## src/rtl/alu_seq_if.sv

```systemverilog
// alu_seq_if: request/result bundle between the operand source and alu_seq.
//   master: drives valid_in, A, B, sel_alu; observes ready and the result side.
//   slave : the ALU; consumes the request, drives ready, valid_out, RES, RES_HI,
//           Z, N, C, V, err.
interface alu_seq_if #(
  parameter int unsigned ANCHO = 8
);
  logic             valid_in;
  logic [ANCHO-1:0] A;
  logic [ANCHO-1:0] B;
  logic [3:0]       sel_alu;
  logic             ready;
  logic             valid_out;
  logic [ANCHO-1:0] RES;
  logic [ANCHO-1:0] RES_HI;
  logic             Z;
  logic             N;
  logic             C;
  logic             V;
  logic             err;

  modport master (
    output valid_in, A, B, sel_alu,
    input  ready, valid_out, RES, RES_HI, Z, N, C, V, err
  );

  modport slave (
    input  valid_in, A, B, sel_alu,
    output ready, valid_out, RES, RES_HI, Z, N, C, V, err
  );
endinterface

```

## src/rtl/alu_seq.sv

```systemverilog
// alu_seq: registered ALU with status flags and a valid/ready handshake.
// Single-cycle ops complete on the accepting edge; MUL runs an ANCHO-step
// shift-add and blocks new requests until it completes.
//   clk, rst_n : clock, asynchronous active-low reset
//   bus        : alu_seq_if.slave (request in, result/flags out)
module alu_seq #(
  parameter int unsigned ANCHO = 8
) (
  input  logic       clk,
  input  logic       rst_n,
  alu_seq_if.slave   bus
);
  localparam int unsigned W  = ANCHO;
  localparam int unsigned CW = $clog2(ANCHO + 1);
  localparam logic [W-1:0]  W_VAL    = W'(ANCHO);
  localparam logic [CW-1:0] CNT_LAST = CW'(ANCHO - 1);

  localparam logic [3:0] OP_ADD = 4'd0;
  localparam logic [3:0] OP_SUB = 4'd1;
  localparam logic [3:0] OP_AND = 4'd2;
  localparam logic [3:0] OP_OR  = 4'd3;
  localparam logic [3:0] OP_XOR = 4'd4;
  localparam logic [3:0] OP_SLL = 4'd5;
  localparam logic [3:0] OP_SRL = 4'd6;
  localparam logic [3:0] OP_SRA = 4'd7;
  localparam logic [3:0] OP_ROL = 4'd8;
  localparam logic [3:0] OP_ROR = 4'd9;
  localparam logic [3:0] OP_CMP = 4'd10;
  localparam logic [3:0] OP_MUL = 4'd11;

  typedef enum logic {S_IDLE, S_MUL} state_t;

  state_t         state_q, state_d;
  logic           ready_q, ready_d;
  logic           valid_q, valid_d;
  logic [W-1:0]   res_q, res_d, res_hi_q, res_hi_d;
  logic           z_q, z_d, n_q, n_d, c_q, c_d, v_q, v_d, err_q, err_d;
  logic [W-1:0]   mcand_q, mcand_d, mplier_q, mplier_d, acc_q, acc_d;
  logic [CW-1:0]  cnt_q, cnt_d;

  logic           accept_c;
  logic [W:0]     add_c, sub_c, mul_sum_c;
  logic           big_shift_c;
  logic [W-1:0]   rot_c;
  logic [W-1:0]   alu_res_c, prod_lo_c, prod_hi_c;
  logic           alu_z_c, alu_n_c, alu_c_c, alu_v_c, alu_err_c, alu_wr_c;

  assign accept_c    = bus.valid_in && ready_q;
  assign add_c       = {1'b0, bus.A} + {1'b0, bus.B};
  assign sub_c       = {1'b0, bus.A} - {1'b0, bus.B};
  assign big_shift_c = (bus.B >= W_VAL);
  assign rot_c       = bus.B % W_VAL;

  // One shift-add step: conditionally add the multiplicand into the upper
  // half, then shift {acc, mplier} right; after W steps it holds the product.
  assign mul_sum_c = {1'b0, acc_q} + (mplier_q[0] ? {1'b0, mcand_q} : '0);
  assign prod_hi_c = mul_sum_c[W:1];
  assign prod_lo_c = {mul_sum_c[0], mplier_q[W-1:1]};

  // Single-cycle datapath; alu_wr_c=0 means RES/RES_HI are left untouched.
  always_comb begin
    alu_res_c = '0;
    alu_c_c   = 1'b0;
    alu_v_c   = 1'b0;
    alu_err_c = 1'b0;
    alu_wr_c  = 1'b1;
    case (bus.sel_alu)
      OP_ADD: begin
        alu_res_c = add_c[W-1:0];
        alu_c_c   = add_c[W];
        alu_v_c   = (bus.A[W-1] == bus.B[W-1]) && (add_c[W-1] != bus.A[W-1]);
      end
      OP_SUB, OP_CMP: begin
        alu_res_c = sub_c[W-1:0];
        alu_c_c   = sub_c[W];
        alu_v_c   = (bus.A[W-1] != bus.B[W-1]) && (sub_c[W-1] != bus.A[W-1]);
        alu_wr_c  = (bus.sel_alu == OP_SUB);
      end
      OP_AND: alu_res_c = bus.A & bus.B;
      OP_OR:  alu_res_c = bus.A | bus.B;
      OP_XOR: alu_res_c = bus.A ^ bus.B;
      OP_SLL: alu_res_c = big_shift_c ? '0 : (bus.A << bus.B);
      OP_SRL: alu_res_c = big_shift_c ? '0 : (bus.A >> bus.B);
      OP_SRA: alu_res_c = big_shift_c ? {W{bus.A[W-1]}}
                                      : $unsigned($signed(bus.A) >>> bus.B);
      // A shift by W yields 0, so rot_c==0 reduces to A on both rotates.
      OP_ROL: alu_res_c = (bus.A << rot_c) | (bus.A >> (W_VAL - rot_c));
      OP_ROR: alu_res_c = (bus.A >> rot_c) | (bus.A << (W_VAL - rot_c));
      OP_MUL: alu_res_c = '0;
      default: alu_err_c = 1'b1;
    endcase
    alu_z_c = !alu_err_c && (alu_res_c == '0);
    alu_n_c = !alu_err_c && alu_res_c[W-1];
  end

  // State register.
  always_ff @(posedge clk or negedge rst_n) begin
    if (!rst_n) state_q <= S_IDLE;
    else        state_q <= state_d;
  end

  // Next-state logic.
  always_comb begin
    state_d = state_q;
    case (state_q)
      S_IDLE: if (accept_c && bus.sel_alu == OP_MUL) state_d = S_MUL;
      S_MUL:  if (cnt_q == CNT_LAST) state_d = S_IDLE;
      default: state_d = S_IDLE;
    endcase
  end

  // Output / datapath next values; everything holds unless written.
  always_comb begin
    ready_d  = (state_d == S_IDLE);
    valid_d  = 1'b0;
    res_d    = res_q;
    res_hi_d = res_hi_q;
    z_d      = z_q;
    n_d      = n_q;
    c_d      = c_q;
    v_d      = v_q;
    err_d    = err_q;
    mcand_d  = mcand_q;
    mplier_d = mplier_q;
    acc_d    = acc_q;
    cnt_d    = cnt_q;
    case (state_q)
      S_IDLE: begin
        if (accept_c) begin
          if (bus.sel_alu == OP_MUL) begin
            mcand_d  = bus.A;
            mplier_d = bus.B;
            acc_d    = '0;
            cnt_d    = '0;
          end else begin
            valid_d = 1'b1;
            if (alu_wr_c) begin
              res_d    = alu_res_c;
              res_hi_d = '0;
            end
            z_d   = alu_z_c;
            n_d   = alu_n_c;
            c_d   = alu_c_c;
            v_d   = alu_v_c;
            err_d = alu_err_c;
          end
        end
      end
      S_MUL: begin
        acc_d    = prod_hi_c;
        mplier_d = prod_lo_c;
        cnt_d    = cnt_q + CW'(1);
        if (cnt_q == CNT_LAST) begin
          valid_d  = 1'b1;
          res_d    = prod_lo_c;
          res_hi_d = prod_hi_c;
          z_d      = (prod_lo_c == '0);
          n_d      = prod_lo_c[W-1];
          c_d      = (prod_hi_c != '0);
          v_d      = 1'b0;
          err_d    = 1'b0;
        end
      end
      default: ;
    endcase
  end

  // Output and multiply registers.
  always_ff @(posedge clk or negedge rst_n) begin
    if (!rst_n) begin
      ready_q  <= 1'b1;
      valid_q  <= 1'b0;
      res_q    <= '0;
      res_hi_q <= '0;
      z_q      <= 1'b0;
      n_q      <= 1'b0;
      c_q      <= 1'b0;
      v_q      <= 1'b0;
      err_q    <= 1'b0;
      mcand_q  <= '0;
      mplier_q <= '0;
      acc_q    <= '0;
      cnt_q    <= '0;
    end else begin
      ready_q  <= ready_d;
      valid_q  <= valid_d;
      res_q    <= res_d;
      res_hi_q <= res_hi_d;
      z_q      <= z_d;
      n_q      <= n_d;
      c_q      <= c_d;
      v_q      <= v_d;
      err_q    <= err_d;
      mcand_q  <= mcand_d;
      mplier_q <= mplier_d;
      acc_q    <= acc_d;
      cnt_q    <= cnt_d;
    end
  end

  assign bus.ready     = ready_q;
  assign bus.valid_out = valid_q;
  assign bus.RES       = res_q;
  assign bus.RES_HI    = res_hi_q;
  assign bus.Z         = z_q;
  assign bus.N         = n_q;
  assign bus.C         = c_q;
  assign bus.V         = v_q;
  assign bus.err       = err_q;
endmodule

```

## src/flat_wrapper.sv

```systemverilog
// flat-port wrapper written by rule: the top's interface ports become plain ports
module alu_seq_flat 
#(
  parameter int unsigned ANCHO = 8
)
  (clk, rst_n, bus_valid_in, bus_A, bus_B, bus_sel_alu, bus_ready, bus_valid_out, bus_RES, bus_RES_HI, bus_Z, bus_N, bus_C, bus_V, bus_err);
  alu_seq_if #(.ANCHO(ANCHO)) bus_i ();
  input  logic clk;
  input  logic rst_n;
  input wire logic [$bits(bus_i.valid_in)-1:0] bus_valid_in;
  input wire logic [$bits(bus_i.A)-1:0] bus_A;
  input wire logic [$bits(bus_i.B)-1:0] bus_B;
  input wire logic [$bits(bus_i.sel_alu)-1:0] bus_sel_alu;
  output wire logic [$bits(bus_i.ready)-1:0] bus_ready;
  output wire logic [$bits(bus_i.valid_out)-1:0] bus_valid_out;
  output wire logic [$bits(bus_i.RES)-1:0] bus_RES;
  output wire logic [$bits(bus_i.RES_HI)-1:0] bus_RES_HI;
  output wire logic [$bits(bus_i.Z)-1:0] bus_Z;
  output wire logic [$bits(bus_i.N)-1:0] bus_N;
  output wire logic [$bits(bus_i.C)-1:0] bus_C;
  output wire logic [$bits(bus_i.V)-1:0] bus_V;
  output wire logic [$bits(bus_i.err)-1:0] bus_err;
  assign bus_i.valid_in = bus_valid_in;
  assign bus_i.A = bus_A;
  assign bus_i.B = bus_B;
  assign bus_i.sel_alu = bus_sel_alu;
  assign bus_ready = bus_i.ready;
  assign bus_valid_out = bus_i.valid_out;
  assign bus_RES = bus_i.RES;
  assign bus_RES_HI = bus_i.RES_HI;
  assign bus_Z = bus_i.Z;
  assign bus_N = bus_i.N;
  assign bus_C = bus_i.C;
  assign bus_V = bus_i.V;
  assign bus_err = bus_i.err;
  alu_seq #(.ANCHO(ANCHO)) u_core (.clk(clk), .rst_n(rst_n), .bus(bus_i));
endmodule
```

## config.mk

```make
export PLATFORM = sky130hd
export DESIGN_NAME = alu_seq_flat
export DESIGN_NICKNAME = d
export VERILOG_FILES = /design/src/rtl/alu_seq_if.sv /design/src/rtl/alu_seq.sv /design/src/flat_wrapper.sv
export SDC_FILE = /design/constraint.sdc
export NUM_CORES = 1
export LEC_CHECK = 0
export BUFFER_PORTS_ARGS = -buffer_cell sky130_fd_sc_hd__buf_2
export CAP_MARGIN = 20
export CORE_MARGIN = 2
export CORE_UTILIZATION = 37
export DETAILED_ROUTE_END_ITERATION = 12
export PLACE_DENSITY = 0.56
export SKIP_LAST_GASP = 1
export SYNTH_ARGS = -nofsm -noshare
export SYNTH_HDL_FRONTEND = slang
export SYNTH_SLANG_ARGS = --single-unit
```

## constraint.sdc

```tcl
create_clock -name clk -period 5.5 [get_ports clk]
set_input_delay 0.55 -clock clk [delete_from_list [all_inputs] [get_ports clk]]
set_output_delay 0.55 -clock clk [all_outputs]
set_load 0.02 [all_outputs]
```

# Word level (Yosys, flattened, before mapping)
# Index checks and enable logic that the tools add are counted.
[word_totals]
ff_bits = 52
latch_bits = 0
mem_bits_rw = 0
mem_bits_ro = 0
in_bits = 23
output_inout_bits = 23
elab_cells = 125
mem_count = 0
[classes]
add_sub_neg = 5
mul = 0
div = 0
order_cmp = 1
n_eq_ne = 21
n_shift = 7
n_mux = 54
bitwise = 7
n_reduce_logical = 16
[op_table]
columns = ["cell", "n"]
rows = [
  ["$mux W8", 16],
  ["$pmux W8 S10", 1],
  ["$pmux W8 S2", 4],
  ["$or A8 B8 Y8", 3],
  ["$mux W1", 21],
  ["$eq A4 B3 Y1 const B", 5],
  ["$pmux W1 S2", 9],
  ["$eq A4 B4 Y1 const B", 4],
  ["$logic_not A8 Y1", 2],
  ["$shl A8 B8 Y8", 2],
  ["$shr A8 B8 Y8", 2],
  ["$reduce_or A12 Y1", 1],
  ["$add A8 B8 Y9", 1],
  ["$add A8 B9 Y9", 1],
  ["$sub A8 B8 Y9", 1],
  ["$and A8 B8 Y8", 1],
  ["$eq A4 B2 Y1 const B", 2],
  ["$ge A8 B4 Y1 const B", 1],
  ["$mux W4", 2],
  ["$pmux W4 S2", 1],
  ["$reduce_bool A8 Y1", 1],
  ["$shl A8 B3 Y8", 1],
  ["$shr A8 B3 Y8", 1],
  ["$sshr A8 B8 Y8", 1],
  ["15 further kinds", 27],
]

# Longest topological paths before layout
# Gate-level depths: netlist (run 1).
[logic_depth]
ltp_word = 9
depth_mapped = 14
ltp_nobuf = 10

# Worst setup path after synthesis (run 1)
# OpenSTA, ideal clock, no wires.
[synth_timing]
path_type = "input-to-reg"
from = "in bus_B[0]"
to = "reg u_core.n_q (netlist: u_core.bus.N)"
setup_time_ns = 0.125
arrival_ns = 3.319
required_ns = 5.375
setup_slack_ns = 2.056
path_stages = 13
n_path_buf = 4
path_cell_list = "buf_2 -> buf_2 -> buf_6 -> inv_1 -> ha_1 -> clkbuf_1 -> mux4_2 -> mux2i_1 -> nor3_1 -> o21ai_0 -> o211ai_1 -> a22o_1 -> mux2_2"
[synth_between]
elab_chain_cells = 8
word_cells_on_any_way = 21
classes_between = "add/sub (3); order compare (1); shift (7); mux (7); bitwise (2); reduce/logical (1)"
[synth_rtl]
columns = ["element", "line_no", "source"]
rows = [
  ["from (decl)", "flat_wrapper.sv:12", "input wire logic [$bits(bus_i.B)-1:0] bus_B;"],
  ["$sub A4 B3 Y5", "alu_seq.sv:87, alu_seq.sv:88", ""],
  ["$shl A8 B8 Y8 / $shr A8 B8 Y8 (equally long branches)", "alu_seq.sv:88, alu_seq.sv:87", ""],
  ["$or A8 B8 Y8 (on tied branches)", "alu_seq.sv:88, alu_seq.sv:87", ""],
  ["$pmux W8 S10 *", "alu_seq.sv:67", "case (bus.sel_alu)"],
  ["$logic_and A1 B1 Y1 *", "alu_seq.sv:93", "alu_n_c = !alu_err_c && alu_res_c[W-1];"],
  ["$mux W1 *", "alu_seq.sv:130", "if (bus.sel_alu == OP_MUL) begin"],
  ["$mux W1 *", "alu_seq.sv:129", "if (accept_c) begin"],
  ["$pmux W1 S2 *", "alu_seq.sv:127", "case (state_q)"],
  ["to (signal assigned)", "alu_seq.sv:190", "n_q <= n_d;"],
  ["to (decl)", "alu_seq.sv:37", "logic z_q, z_d, n_q, n_d, c_q, c_d, v_q, v_d, err_q, err_d;"],
]
# Every way passes the cells marked *; elsewhere a longest branch is shown, timed or not. The select of a mux whose other input is x is not followed.
# A chain may end at the register's enable or synchronous reset.

# Worst setup path after layout (run 1)
[layout_timing]
from = "in bus_B[1]"
to = "reg u_core.z_q (netlist: u_core.bus.Z)"
[layout_between]
elab_chain_cells = 9
word_cells_on_any_way = 25
classes_between = "add/sub (3); order compare (1); shift (7); mux (7); bitwise (5); reduce/logical (2)"
[layout_rtl]
columns = ["element", "line_no", "source"]
rows = [
  ["$sub A4 B3 Y5", "alu_seq.sv:87, alu_seq.sv:88", ""],
  ["$shl A8 B8 Y8 / $shr A8 B8 Y8 (equally long branches)", "alu_seq.sv:88, alu_seq.sv:87", ""],
  ["$or A8 B8 Y8 (on tied branches)", "alu_seq.sv:88, alu_seq.sv:87", ""],
  ["$pmux W8 S10 *", "alu_seq.sv:67", ""],
  ["$logic_not A8 Y1 *", "alu_seq.sv:92", "alu_z_c = !alu_err_c && (alu_res_c == '0);"],
  ["$logic_and A1 B1 Y1 *", "alu_seq.sv:92", ""],
  ["$mux W1 *", "alu_seq.sv:130", ""],
  ["$mux W1 *", "alu_seq.sv:129", ""],
  ["$pmux W1 S2 *", "alu_seq.sv:127", ""],
  ["to (signal assigned)", "alu_seq.sv:189", "z_q <= z_d;"],
  ["to (decl)", "alu_seq.sv:37", ""],
]
# Marked as above.

==> results of run 1 <==
-- cells in the final DEF (no fill, tap or decap), drive strengths merged, types with 7 or more instances in the layout --
master  count
a21o        7
a21oi      35
a22o       15
and2        9
buf        57
clkbuf      7
dfrtp      51
ha         35
inv        33
mux2       23
mux2i      29
mux4       14
nand2      61
nand2b      9
nand3      12
nor2       39
nor2b      15
nor3       19
nor3b       7
nor4       12
o211ai     12
o21ai      45
o21bai      8
o22ai       8
xnor2       9
-- flip-flops by register name, summed over array words and instances, names as in the netlist, 4 cells and up --
signal / count
u_core.cnt_q: 4
u_core.bus.RES_HI: 8
u_core.mcand_q: 8
u_core.bus.RES: 8
u_core.acc_q: 8
u_core.mplier_q: 8
-- cell families (layout without fill, tap and decap cells) --
kind of cell	Yosys count	after routing	share of synthesized area, %
multiplexers	66	66	15.4
AND/OR/NAND/NOR	213	213	19.9
AO/OA/AOI/OAI	193	193	23.5
buffers and inverters	88	100	7.20
XOR/XNOR	12	12	1.87
other	0	1	0
flip-flops	52	52	23.2
adder cells (fa/ha/maj)	38	38	8.87
-- final timing paths --
check	start	to
worst min-delay path	rst_n	u_core.mplier_q[4]
worst min register to register	u_core.bus.RES[2]	u_core.bus.RES[2]
worst max-delay path	bus_B[1]	u_core.bus.Z
max in group asynchronous	rst_n	u_core.mcand_q[7]
worst max register to register	u_core.mplier_q[0]	u_core.bus.C
min in group clk	u_core.bus.RES[2]	u_core.bus.RES[2]
-- per-layer routing --
metal  track usage [%]  vias up  routed length, um
li1                  -     2499                  -
met1              34.6     2660               9010
met2              36.1      219               8470
met5                 0        -                  0
met4              8.60        0                618
met3              4.86       42               1360
-- report_power, final --
part | switching, mW | total [mW] | internal (mW)
Sequential | 0.105 | 0.630 | 0.525
Clock | 0.144 | 0.325 | 0.182
Combinational | 0.605 | 0.995 | 0.390
-- area by class of cell --
class | count | area, um^2 | share of cell area, %
repair buffers | 58 | 325 | 5.37
clock inverters | 1 | 7.51 | 0.124
multi-input cells | 522 | 3920 | 64.6
flip-flops and latches | 52 | 1300 | 21.5
well taps | 188 | 235 | 3.88
inverters | 34 | 128 | 2.11
diodes | 1 | 2.50 | 0.0413
clock buffers | 7 | 143 | 2.35
-- critical path, stage by stage --
cell and delay (ns):
buf_2 0.49, inv_1 0.08, buf_4 0.22, ha_1 0.77, inv_1 0.27, mux2i_1 0.22
a21o_1 0.15, o22ai_1 0.11, or4b_4 0.54, nor4b_2 0.29, a31o_1 0.18
-- metrics by stage --
step	setup WS [ns]	cell area (um^2)	total power [mW]	utilization, %
after global routing	1.56	6060	2.09	40.3
final	1.84	6060	1.95	40.3
after global placement	1.57	5890	1.60	39.2
after detailed placement	1.54	5890	1.62	39.2
after floorplan	2.06	5610	1.32	-
after CTS	1.86	6040	1.95	40.2
==> impl_metrics.tcl, run 1 <==
set metrics [dict create \
    status "finished, final reports clean" \
    synth.distinct_cells 72 \
    die_w_um 127 \
    place.gp.congestion 0.955 \
    synth_warnings 0 \
    ys_async_sr_fraction_pct 100 \
    grt_usage_pct 24.1 \
    cp-start-kind "input pin" \
    timing.fmax_mhz 274 \
    ys_seq_area_share_pct 23.2 \
    ant_nets 0 \
    syn-num-nets 723 \
    synth_ff_type "dfrtp_1" \
    grt_pass1_vias 5241 \
    synth_edf_count 0 \
    ys_top_cells_by_count "nand2_1, dfrtp_1, o21ai_0" \
    dieArea_um2 16200 \
    rows 45 \
    clkTransAtPathRegs_ns 0.07 \
    wl_per_cell_um 22.6 \
    h-tree-depth 2 \
    grt_max_degree 53 \
    drt_pass1_iterations 5 \
    fillCellCount 1529 \
    setup_tns_ns 0 \
    cts_tree "built" \
    setup_viol 0 \
    rsz0062_at_grt "no" \
    p_leak_nw 2.66 \
    grt_pass1_wl_mm 30.5 \
    die_y_um 127 \
    synthCells 662 \
    ys_ff_latch 52 \
    path_max_fanout 27 \
    placed_cells 852 \
    cp.required_ns 5.73 \
    drtIter0Drc 570 \
    critical_path_class "input pin to flop" \
    post-synth-top-area-cell "dfrtp_1" \
    post_cts_resized 0 \
    antenna_found_initial 1 \
    cts.sinks 52 \
    fin_worst_skew_ns 0.00595 \
    min_path_type "input pin to async pin" \
    drc 0 \
    cts_hold_buffers 0 \
    post-route-min-period_ns 3.66 \
    arrival_ns 3.89 \
    reg2reg_setup_slack_ns 2.57 \
    ios 46 \
    num_vias 5420 \
    core_area_um2 15000 \
    end_kind "flop" \
    via_per_inst 6.28 \
    finalHoldViolations 0 \
    synth.most_common_cell "nand2_1" \
    grt_overflow 0 \
    drive_gt1_share_pct 17.2 \
    dp_hpwl_mm 14.0 \
    drv_cap 0 \
    drv_slew 0 \
    post-route-period-util_pct 66.5 \
    layout.cells.non_filler 863 \
    r2r_cells 10 \
    initial_utilization_pct 37.3 \
    syn_area_per_cell_um2 8.48 \
    peakVddDrop_mv 0.140 \
    synth_area_leaders "dfrtp_1, ha_1, mux4_2" \
    syn_to_final_growth_pct 8.00 \
    clk_latency_ns 0.29 \
    wirelength_mm 19.5 \
    port_buffers 45 \
    cts_buffer_depth 2 \
    post_cts_buffers 0 \
    cts-root-buf "clkbuf_16" \
    p_per_area_nw_per_um2 322 \
    synth_top_area_share_pct 22.7 \
    cts_buffers 5 \
    hold_slack_ns 0.355 \
    max_slew_margin_pct 32.6 \
    syn-cell-area_um2 5610 \
    finalNetCount 734 \
    tightest_slew_ns 1.01 \
]
Power figures use the tool's default switching activity.
==> run 2, diff against run 1 <==
Settings changed: ABC_AREA set to 1.
Clock period 5.5 ns to 3.7 ns, I/O delays scaled along.
==> run 2 against run 1 <==
Compared with the run above: register-to-register slack worse by 1.5 ns; setup slack worse by 0.82 ns; sequential share of layout area is 0.56 points higher; largest power group unchanged; critical path type unchanged; global-route usage grew 1.3 points; cell count rose by 28%; clock power is 43% higher; sequential power rose by 54%; synthesized cell count up 34%; die area decreased by 4.4%; combinational power is 61% higher; final area shrank 2.5%.
==> impl_metrics.tcl, run 2 <==
set metrics [dict create \
    status "finished, final reports clean" \
    dpl_cell_area_um2 5760 \
    synth_top_family_by_area "simple AND/OR/NAND/NOR gates" \
    rsz0062_at_grt "no" \
    switching_share_pct 47.7 \
    switching_power_mw 1.45 \
    path_max_fanout 25 \
    setup_tns_ns 0 \
    synth_ff_type "dfrtp_1" \
    power_mw 3.03 \
    ys_top_cells_by_count "nand2_1, inv_1, nand3_1, nor2_1, o21ai_0" \
    drv_slew 0 \
    critical_path_class "input pin to flop" \
    end_kind "flop" \
    grt_max_degree 30 \
    fillCellCount 1549 \
    rr_startpoint "u_core.mplier_q[0]" \
    drv_cap 0 \
    synth_top_area_share_pct 23.8 \
    layout_commonest_cell "nand2_1" \
    p_leak_nw 3.18 \
    cp.required_ns 3.92 \
    post-route-period-util_pct 72.3 \
    h-tree-depth 2 \
    synth_area_leaders "dfrtp_1, nand2_1, nand3_1" \
    synth_warnings 0 \
    p_int_mw 1.58 \
    synthCells 884 \
    yosys.area_share.simple_pct 41.6 \
    post-route-min-period_ns 2.68 \
    path_buf_inv 3 \
    syn-cell-area_um2 5360 \
    port_buffers 45 \
    cp_common_cell "nand2_1" \
    ant_nets 0 \
    cp-start-kind "input pin" \
    clockPowerShare_pct 15.3 \
    clkTransAtPathRegs_ns 0.07 \
    cp-endpoint "u_core.bus.Z" \
    cts_hold_buffers 0 \
    grt_pass1_wl_mm 31.3 \
    synth.distinct_cells 43 \
    syn_area_per_cell_um2 6.06 \
    via_per_inst 5.41 \
    setup_viol 0 \
    ys_seq_area_share_pct 24.3 \
    synth.most_common_cell "nand2_1" \
    crit_start "bus_B[0]" \
    ys_async_sr_fraction_pct 100 \
    die_y_um 124 \
    num_vias 5966 \
    seq_power_share_pct 32.0 \
    timing.fmax_mhz 374 \
    syn-num-nets 945 \
    drc 0 \
    synth_edf_count 0 \
    ios 46 \
    initial_utilization_pct 38.3 \
    diodes 0 \
    antenna_found_initial 0 \
    post-synth-top-area-cell "dfrtp_1" \
    fin_worst_skew_ns 0.00482 \
    cts_tree "built" \
    cts-root-buf "clkbuf_16" \
    min_path_type "input pin to async pin" \
    syn_to_final_growth_pct 10.3 \
    core_area_um2 14000 \
    die_w_um 124 \
    critical_path_depth 14 \
    slowest_stage "inv_1" \
    dp_hpwl_mm 15.7 \
    worstPathCellList "buf_2 -> inv_2 -> ha_1 -> inv_1 -> o21ai_1 -> nand2_1 -> o211ai_1 -> nand2_1 -> nand3_1 -> nor2_2 -> nand2_1 -> nor2_1 -> nand3_1 -> a21oi_2" \
    wl_per_cell_um 17.9 \
    place.gp.congestion 1.03 \
    synthAdderAreaFrac_pct 9.29 \
    arrival_ns 2.90 \
    crit_family "buffers and inverters" \
    post_cts_resized 0 \
    finalNetCount 982 \
    grt_overflow 0 \
    reg2reg_setup_slack_ns 1.09 \
    synthMuxAreaShare_pct 0 \
    r2r_end "u_core.bus.C" \
    finalInstanceArea_um2 5910 \
    finalHoldViolations 0 \
    cts.sinks 52 \
    cts_buffer_depth 2 \
    clk_latency_ns 0.29 \
    synthXorXnorAreaFrac_pct 1.47 \
    grt_usage_pct 25.4 \
    grt_pass1_vias 5623 \
    r2r_cells 13 \
    max_stage_delay_ns 0.50 \
    rows 43 \
    wirelength_mm 19.7 \
    ys_ff_latch 52 \
    comb_power_share_pct 52.7 \
    mostFrequentLayoutCells "nand2_1, nor2_1, nand3_1, inv_1, o21ai_0" \
    drive_gt1_share_pct 9.87 \
    post_cts_buffers 0 \
    drt_pass1_iterations 6 \
    dieArea_um2 15500 \
    peakVddDrop_mv 0.195 \
    drtIter0Drc 683 \
    cts_buffers 5 \
    tightest_slew_ns 0.736 \
    p_per_area_nw_per_um2 513 \
    max_slew_margin_pct 50.8 \
    synth_compound_gate_area_share_pct 14.0 \
]
[run 2: worst min path at each step]
stage	slack, ns	depth (start not counted)	end	start
floorplan	0.07	0	u_core.acc_q[0]	rst_n
global placement	0.43	1	u_core.bus.RES_HI[3]	rst_n
detailed placement	0.43	1	u_core.bus.RES_HI[3]	rst_n
CTS	0.11	1	u_core.bus.RES_HI[3]	rst_n
global route	0.15	1	u_core.acc_q[3]	rst_n
finish	0.1	1	u_core.acc_q[3]	rst_n
[run 2: per-stage QoR]
| step | setup WS (ns) | utilization (%) | hold slack (ns) | cells |
|---|---|---|---|---|
| 2_1_floorplan | 1.42 | - | 0.0744 | 884 |
| 3_3_place_gp | 0.854 | 41.2 | 0.432 | 1094 |
| 3_5_place_dp | 0.772 | 41.2 | 0.427 | 1094 |
| 4_1_cts | 1.07 | 42.2 | 0.112 | 1102 |
| 5_1_grt | 0.714 | 42.2 | 0.149 | 1102 |
| 6_report | 1.02 | 42.2 | 0.0997 | 1102 |
[run 2: worst reg2reg max path: stages, from the launching register on]
cell and delay [ns]:
dfrtp_1 0.49, nand2_1 0.10, inv_1 0.04, ha_1 0.22, fa_1 0.44, nand3_1 0.09
nand2_1 0.11, a21oi_1 0.15, nor2_1 0.05, nor2_1 0.11, xor2_1 0.29, nand4_1 0.16
a21oi_1 0.17, a21oi_1 0.08
[run 2: routing by layer]
layer  up-vias  global-route usage, %  wire length (um)
met5         -                      0                 0
met4         0                   10.1               749
met3        37                   3.26              1430
met2       247                   38.4              8450
met1      2724                   36.7              9090
li1       2958                      -                 -
[run 2: power groups by stage]
stage,combinational [mW],sequential [mW],clock [mW]
after CTS,1.60,0.972,0.473
after global placement,1.60,0.975,0
after floorplan,1.01,1.06,0
after detailed placement,1.59,0.983,0
final,1.60,0.969,0.464
after global routing,1.81,1.00,0.497
[run 2: layout make-up]
class / instances / area (um^2) / area share, %
clock inverters: 2 / 16.3 / 0.275
multi-input cells: 707 / 3550 / 60.2
flip-flops and latches: 52 / 1300 / 22.1
repair buffers: 56 / 308 / 5.21
clock buffers: 6 / 129 / 2.18
well taps: 180 / 225 / 3.81
inverters: 99 / 373 / 6.31
[run 2: cell families after synthesis]
kind of cell | after synthesis
buffers and inverters | 125
adders and majority gates | 38
DFF | 52
and+or+nand+nor | 524
AOI/OAI and AO/OA | 136
xor gates and xnor gates | 9
